===== config.mk =====
export PLATFORM = sky130hd
export DESIGN_NAME = alu_top
export DESIGN_NICKNAME = d
export VERILOG_FILES = /design/src/rtl/alu_top.sv
export SDC_FILE = /design/constraint.sdc
export NUM_CORES = 1
export LEC_CHECK = 0
export ABC_CLOCK_PERIOD_IN_PS = 2700
export BUFFER_PORTS_ARGS = -buffer_cell sky130_fd_sc_hd__buf_2
export CORE_ASPECT_RATIO = 0.75
export CORE_MARGIN = 2
export CORE_UTILIZATION = 47
export CTS_BUF_LIST = sky130_fd_sc_hd__clkbuf_4
export DETAILED_ROUTE_END_ITERATION = 8
export PLACE_DENSITY = 0.66
export RECOVER_POWER = 100
export REMOVE_ABC_BUFFERS = 1
export SLEW_MARGIN = 15
export SYNTH_ARGS = -nofsm -noshare
export SYNTH_HDL_FRONTEND = slang
export SYNTH_SLANG_ARGS = --single-unit

===== constraint.sdc =====
create_clock -name soc_clk -period 2.7 [get_ports soc_clk]
set_clock_uncertainty 0.2 [all_clocks]
set_input_delay 0.27 -clock soc_clk [delete_from_list [all_inputs] [get_ports soc_clk]]
set_output_delay 0.27 -clock soc_clk [all_outputs]
set_load 0.005 [all_outputs]

===== src/rtl/alu_top.sv =====
// Single-cycle 32-bit ALU: RV32-style arithmetic, logic, shift and branch compares.
// Results are registered on every soc_clk edge with dat_ready high and held otherwise.
module alu_top (
    input  logic        soc_clk,
    input  logic        reset,
    input  logic        dat_ready,
    input  logic [31:0] ALU_dat1,
    input  logic [31:0] ALU_dat2,
    input  logic [4:0]  Instruction_to_ALU,
    output logic [31:0] ALU_out,
    output logic        ALU_overflow,
    output logic        ALU_zero,
    output logic        ALU_con_met,
    output logic        ALU_err,
    output logic        ALU_ready
);

    localparam logic [4:0] OP_ADD  = 5'b00000;
    localparam logic [4:0] OP_SUB  = 5'b00001;
    localparam logic [4:0] OP_SLL  = 5'b00010;
    localparam logic [4:0] OP_SLT  = 5'b00011;
    localparam logic [4:0] OP_SLTU = 5'b00100;
    localparam logic [4:0] OP_XOR  = 5'b00101;
    localparam logic [4:0] OP_SRL  = 5'b00110;
    localparam logic [4:0] OP_SRA  = 5'b00111;
    localparam logic [4:0] OP_OR   = 5'b01000;
    localparam logic [4:0] OP_AND  = 5'b01001;
    localparam logic [4:0] OP_BEQ  = 5'b01010;
    localparam logic [4:0] OP_BNE  = 5'b01011;
    localparam logic [4:0] OP_BLT  = 5'b01100;
    localparam logic [4:0] OP_BGE  = 5'b01101;
    localparam logic [4:0] OP_BLTU = 5'b01110;
    localparam logic [4:0] OP_BGEU = 5'b01111;
    localparam logic [4:0] OP_PASS = 5'b10000;

    logic [31:0] a, b, sum, diff;
    logic [4:0]  shamt;
    logic        lt_s, lt_u, eq;

    logic [31:0] out_d, out_q;
    logic        ovf_d, ovf_q;
    logic        con_d, con_q;
    logic        err_d, err_q;
    logic        zero_q, rdy_q;

    assign a     = ALU_dat1;
    assign b     = ALU_dat2;
    assign shamt = b[4:0];
    assign sum   = a + b;
    assign diff  = a - b;
    assign lt_s  = $signed(a) < $signed(b);
    assign lt_u  = a < b;
    assign eq    = (a == b);

    always_comb begin
        out_d = '0;
        ovf_d = 1'b0;
        con_d = 1'b0;
        err_d = 1'b0;
        case (Instruction_to_ALU)
            OP_ADD: begin
                out_d = sum;
                ovf_d = (a[31] == b[31]) && (sum[31] != a[31]);
            end
            OP_SUB: begin
                out_d = diff;
                ovf_d = (a[31] != b[31]) && (diff[31] != a[31]);
            end
            OP_SLL:  out_d = a << shamt;
            OP_SLT:  out_d = {31'b0, lt_s};
            OP_SLTU: out_d = {31'b0, lt_u};
            OP_XOR:  out_d = a ^ b;
            OP_SRL:  out_d = a >> shamt;
            OP_SRA:  out_d = $unsigned($signed(a) >>> shamt);
            OP_OR:   out_d = a | b;
            OP_AND:  out_d = a & b;
            OP_BEQ:  con_d = eq;
            OP_BNE:  con_d = !eq;
            OP_BLT:  con_d = lt_s;
            OP_BGE:  con_d = !lt_s;
            OP_BLTU: con_d = lt_u;
            OP_BGEU: con_d = !lt_u;
            OP_PASS: out_d = b;
            default: err_d = 1'b1;
        endcase
        // Branch results are reported on ALU_out as well as ALU_con_met.
        if (Instruction_to_ALU[4:1] inside {4'b0101, 4'b0110, 4'b0111})
            out_d = {31'b0, con_d};
    end

    always_ff @(posedge soc_clk or posedge reset) begin
        if (reset) begin
            out_q  <= '0;
            ovf_q  <= 1'b0;
            con_q  <= 1'b0;
            err_q  <= 1'b0;
            zero_q <= 1'b1;
            rdy_q  <= 1'b0;
        end else if (dat_ready) begin
            out_q  <= out_d;
            ovf_q  <= ovf_d;
            con_q  <= con_d;
            err_q  <= err_d;
            zero_q <= (out_d == 32'd0);
            rdy_q  <= 1'b1;
        end else begin
            rdy_q  <= 1'b0;
        end
    end

    assign ALU_out      = out_q;
    assign ALU_overflow = ovf_q;
    assign ALU_zero     = zero_q;
    assign ALU_con_met  = con_q;
    assign ALU_err      = err_q;
    assign ALU_ready    = rdy_q;

endmodule


==> impl_metrics.yaml, run 1 <==
logic_synthesis:
  synth_area_um2: 11600
  synthFlopType: "dfrtp_1"
  syn_area_per_cell_um2: 7.03
  synth-edff-count: 0
  seq_area_frac_synth_pct: 8.00
  ys_warn_count: 0
  synth_cells: 1649
  async_flop_share_pct: 100
  synth_cell_types: 86
  synth-seq-cells: 37
placement:
  port_buffers: 108
  gp_congestion: 1.13
  place_inst: 2666
  place_ws_ns: -1.94
  post-dp-hpwl_mm: 56.5
clocking:
  root_buffer: "clkbuf_4"
  cts.sinks: 37
  cts_max_level: 2
  cts_made_buffers: 5
  clock_path_buffers: 2
floorplanning:
  die_y_um: 140
  fp.dieW_um: 185
  initial_core_util_pct: 48.1
  rows: 49
  io_pins: 109
sta:
  worst-ep-kind: "register input"
  grt_repair_worst_endpoint: "ALU_zero$_DFFE_PP1P_/D"
outcome:
  error_line: "[ERROR GRT-0232] Routing congestion too high. Check the congestion heatmap in the GUI."
  status: "stopped before the end"
  haltStage: "global routing"
grt:
  grtUsageTotal_pct: 78.9
  grt_max_degree: 55
  gr-total-overflow: 32
logic make-up after synthesis:
group | after synthesis | synth area share (%)
AO/OA/AOI/OAI | 546 | 32.4
multiplexers | 124 | 14.8
adder cells (fa/ha/maj) | 99 | 10.8
XOR/XNOR | 12 | 0.906
flip-flops | 37 | 8.00
AND/OR/NAND/NOR | 600 | 25.0
buffers and inverters | 231 | 8.13
Yosys cell counts, types with 9 or more instances:
| cell type | count | area [um2] |
|---|---|---|
| o22ai_1 | 23 | 144 |
| a21o_1 | 15 | 113 |
| clkbuf_1 | 76 | 285 |
| and3_1 | 13 | 81.3 |
| o21ai_0 | 98 | 490 |
| a221o_1 | 10 | 100 |
| o21a_1 | 10 | 75.1 |
| nor4_1 | 25 | 156 |
| a22oi_1 | 15 | 113 |
| o221ai_1 | 9 | 78.8 |
| nand4_1 | 30 | 188 |
| mux2_2 | 36 | 405 |
| nand3_1 | 39 | 195 |
| nand2b_1 | 23 | 144 |
| a211o_1 | 14 | 123 |
| and2_1 | 14 | 87.6 |
| a211oi_1 | 45 | 338 |
| inv_1 | 100 | 375 |
| o31ai_1 | 13 | 97.6 |
| ha_1 | 97 | 1210 |
| a2111oi_0 | 16 | 140 |
| nor3_1 | 53 | 265 |
| a221oi_1 | 19 | 166 |
| buf_2 | 36 | 180 |
| o211ai_1 | 28 | 210 |
| a31oi_1 | 9 | 56.3 |
| a21oi_1 | 123 | 616 |
| mux2i_1 | 54 | 541 |
| dfrtp_1 | 36 | 901 |
| nand2_1 | 141 | 529 |
| a22o_1 | 10 | 87.6 |
| nor2b_1 | 22 | 138 |
| mux4_2 | 33 | 743 |
| xnor2_1 | 11 | 96.3 |
| nor2_1 | 189 | 709 |
| or4_1 | 11 | 82.6 |
through the flow:
stage	utilization, %	instance area (um2)	setup TNS, ns
CTS	82.5	19900	-5.96
floorplan	-	11100	-21.67
global placement	72.2	17400	-31.05
detailed placement	72.2	17400	-32.35
repair_timing:
| item | in CTS |
|---|---|
| hold endpoints to repair | 36 |
| hold buffers | 1 |
| setup endpoints to repair | 33 |
| pin swaps | 107 |
| buffers inserted | 74 |
| cloned | 12 |
| resized for setup | 336 |
layer usage:
layer | GRT usage (%) | GRT overflow
met5 | 30.3 | 0
met4 | 72.6 | 11
met3 | 66.6 | 0
met2 | 90.9 | 20
met1 | 83.2 | 1
==> run 2, diff against run 1 <==
- CORE_ASPECT_RATIO: 0.75 -> unset
- CORE_UTILIZATION: 47 -> 32
- CTS_BUF_LIST: sky130_fd_sc_hd__clkbuf_4 -> unset
- PLACE_DENSITY: 0.66 -> unset
- PLACE_DENSITY_LB_ADDON: unset -> 0.15
==> impl_metrics.yaml, run 2 <==
floorplanning:
  core_area_um2: 35700
  io_pins: 109
  fp.dieArea_um2: 37800
  rows: 69
  die_y_um: 194
  fp.dieW_um: 194
  initial_core_util_pct: 32.5
clocking:
  clock_latency_ns: 0.29
  cts_made_buffers: 5
  cts.sinks: 37
  cts_tree: "yes"
  cts_max_level: 2
  root_buffer: "clkbuf_16"
  path_clk_slew_ns: 0.06
  clock_path_buffers: 2
power:
  internal_power_w: 0.00329
  vdd_drop_max_mv: 0.314
  power_switching_share_pct: 44.6
  combPwrFrac_pct: 76.7
  p_leak_nw: 9.99
  power_switching_w: 0.00265
  power_frac_seq_pct: 11.2
  power.total_w: 0.00594
  p_per_area_nw_per_um2: 270
  clkPwrFrac_pct: 12.0
drt:
  vias: 18100
  drc: 7
  wl_mm: 81.7
  post_drt_via_cell_ratio: 6.09
  ant_nets: 0
  routedWlPerCell_um: 27.5
  drt_iter0_drc: 2002
  drtPass1Iterations: 8
setup_path:
  cp_max_fo: 6
  path_cells: "buf_12, buf_12, buf_12, mux4_2, a222oi_1, buf_4, nor3_2, a211o_1, o31a_1, nor4_4, nand2_1, nor4_4, and4_1, and4_1, a32o_2"
  critPathKind: "primary input to flip-flop"
  critPathCaptureType: "flip-flop"
  crit_top_cell: "buf_12"
  cpMaxStageDelayCell: "mux4_2"
  r2r_start: "ALU_out[8]$_DFFE_PP0P_"
  r2r-end: "ALU_out[8]$_DFFE_PP0P_"
  cp_slowest_stage_delay_ns: 0.53
  rr_worst_depth: 1
  cp.arrival_ns: 3.62
  crit_path_start_kind: "primary input"
  r2r_setup_slack_ns: 1.73
  cp_data_required_time_ns: 2.74
placement:
  port_buffers: 108
  placed_cell_area_um2: 17900
  place_inst: 2836
  post-dp-hpwl_mm: 63.7
  place_ws_ns: -1.79
  gp_congestion: 1.04
logic_synthesis:
  synth_cells: 1649
  synth_cell_types: 86
  synthFlopType: "dfrtp_1"
  synth_area_um2: 11600
  netlist_top_cells_count: "nor2_1, nand2_1, a21oi_1"
  ys_top_cells_by_area: "ha_1, dfrtp_1, mux4_2, nor2_1, a21oi_1"
  seq_area_frac_synth_pct: 8.00
  synth_area_leader_cell: "ha_1"
  synth-edff-count: 0
  syn_area_per_cell_um2: 7.03
  async_flop_share_pct: 100
  yosysMostFrequentCell: "nor2_1"
  yosysTopAreaCellShare_pct: 10.5
  ys_warn_count: 0
  synth-seq-cells: 37
grt:
  grt_pass1_wl_mm: 115
  grt_antenna_before_repair: 1
  gr-total-overflow: 0
  grtUsageTotal_pct: 41.0
  grt_max_degree: 55
  grt_pass1_vias: 17300
finish:
  mostFrequentLayoutCells: "buf_4, nor2_1, nand2_1"
  fin_cells: 2971
  fin_nets: 2679
  layout_commonest_cell: "buf_4"
  largest_reg_flops: 32
  fillers: 3230
  final_area_um2: 22000
  area_growth_pct: 90.2
  drive_gt1_share_pct: 54.4
sta:
  finalCriticalPeriod_ns: 3.58
  final_hold_viol_count: 0
  worst_slew_pin_slew_ns: 1.35
  min_period_over_period_pct: 133
  fmax_mhz: 279
  timing.setup.tns_ns: -11.37
  slew_headroom_pct: 10.1
  setup_viol: 31
  layout_setup_ws_ns: -0.878
  rsz0062_at_grt: "true"
  maxSlewViolCount: 0
job:
  drv_cap: 0
worst_hold_path:
  hold_path_class: "flip-flop to flip-flop"
  hold_depth: 1
  holdPathEnd: "ALU_out[20]$_DFFE_PP0P_"
  worstHoldStart: "ALU_out[20]$_DFFE_PP0P_"
outcome:
  status: "finished, violations left"
  violations: "DRC, setup timing"
[run 2: cell counts after synthesis]
Identical to the previous run, type by type.
[run 2: logic make-up (layout without fill, tap and decap cells)]
group	after synthesis	after routing	synth area share [%]
buf+inv	231	1091	8.13
mux	124	124	14.8
fa+ha+maj	99	99	10.8
xor+xnor	12	12	0.906
simple gates	600	600	25.0
other cells	0	1	0
compound gates	546	546	32.4
flops	37	37	8.00
[run 2: what timing repair did]
item | CTS | global route
hold buffers | 1 | 0
hold endpoints to repair | 25 | 0
setup buffers | 66 | 72
resized for setup | 345 | 292
gates cloned | 7 | 3
pin swaps | 102 | 120
endpoints found under the setup margin | 35 | 35
[run 2: power by group through the flow]
stage | clock (W) | combinational [W] | sequential (W)
after floorplan | 0 | 0.00133 | 0.000680
after global placement | 0 | 0.00347 | 0.000671
after detailed placement | 0 | 0.00347 | 0.000674
after CTS | 0.000726 | 0.00399 | 0.000665
after global routing | 0.000748 | 0.00476 | 0.000675
final | 0.000715 | 0.00456 | 0.000667
[run 2: area by class of cell]
class                   instances  area [um2]  share of cell area (%)
inverters                     106         464                    2.11
clock buffers                   7         143                   0.647
flip-flops and latches         37         927                    4.20
repair buffers                977        8070                    36.6
diodes                          1        2.50                  0.0113
multi-input cells            1381       11800                    53.7
well taps                     461         577                    2.62
clock inverters                 1        30.0                   0.136
[run 2: worst max-delay path by stage]
stage,from,to,slack (ns),depth (start not counted)
6_report,ALU_dat2[1],ALU_zero$_DFFE_PP1P_,-0.88,15
5_1_grt,ALU_dat2[1],ALU_zero$_DFFE_PP1P_,-0.97,15
4_1_cts,ALU_dat2[1],ALU_zero$_DFFE_PP1P_,-0.76,15
3_5_place_dp,ALU_dat1[21],ALU_zero$_DFFE_PP1P_,-1.79,16
3_3_place_gp,ALU_dat1[21],ALU_zero$_DFFE_PP1P_,-1.84,16
2_1_floorplan,Instruction_to_ALU[0],ALU_zero$_DFFE_PP1P_,-1.31,11
[run 2: layer usage]
| metal | up-vias | track usage (%) | wire length (um) |
|---|---|---|---|
| met4 | 0 | 19.0 | 5140 |
| met3 | 227 | 8.54 | 7290 |
| met2 | 1050 | 64.1 | 35400 |
| met1 | 8835 | 54.3 | 33800 |
| li1 | 7972 | - | - |
| met5 | - | 0 | 0 |
[run 2: per-stage QoR]
| stage | util [%] | hold slack [ns] |
|---|---|---|
| floorplan | - | 0.101 |
| global placement | 50.2 | 0.201 |
| detailed placement | 50.2 | 0.228 |
| CTS | 56.8 | 0.295 |
| global route | 61.8 | 0.305 |
| finish | 61.8 | 0.285 |
[run 2: critical path, delay by kind of cell]
| family | cells | cell delay (ns) |
|---|---|---|
| AOI/OAI and AO/OA | 4 | 1.13 |
| buffers and inverters | 4 | 0.55 |
| muxes | 1 | 0.53 |
| and+or+nand+nor | 6 | 1.14 |
(Power assumes the default switching activity.)
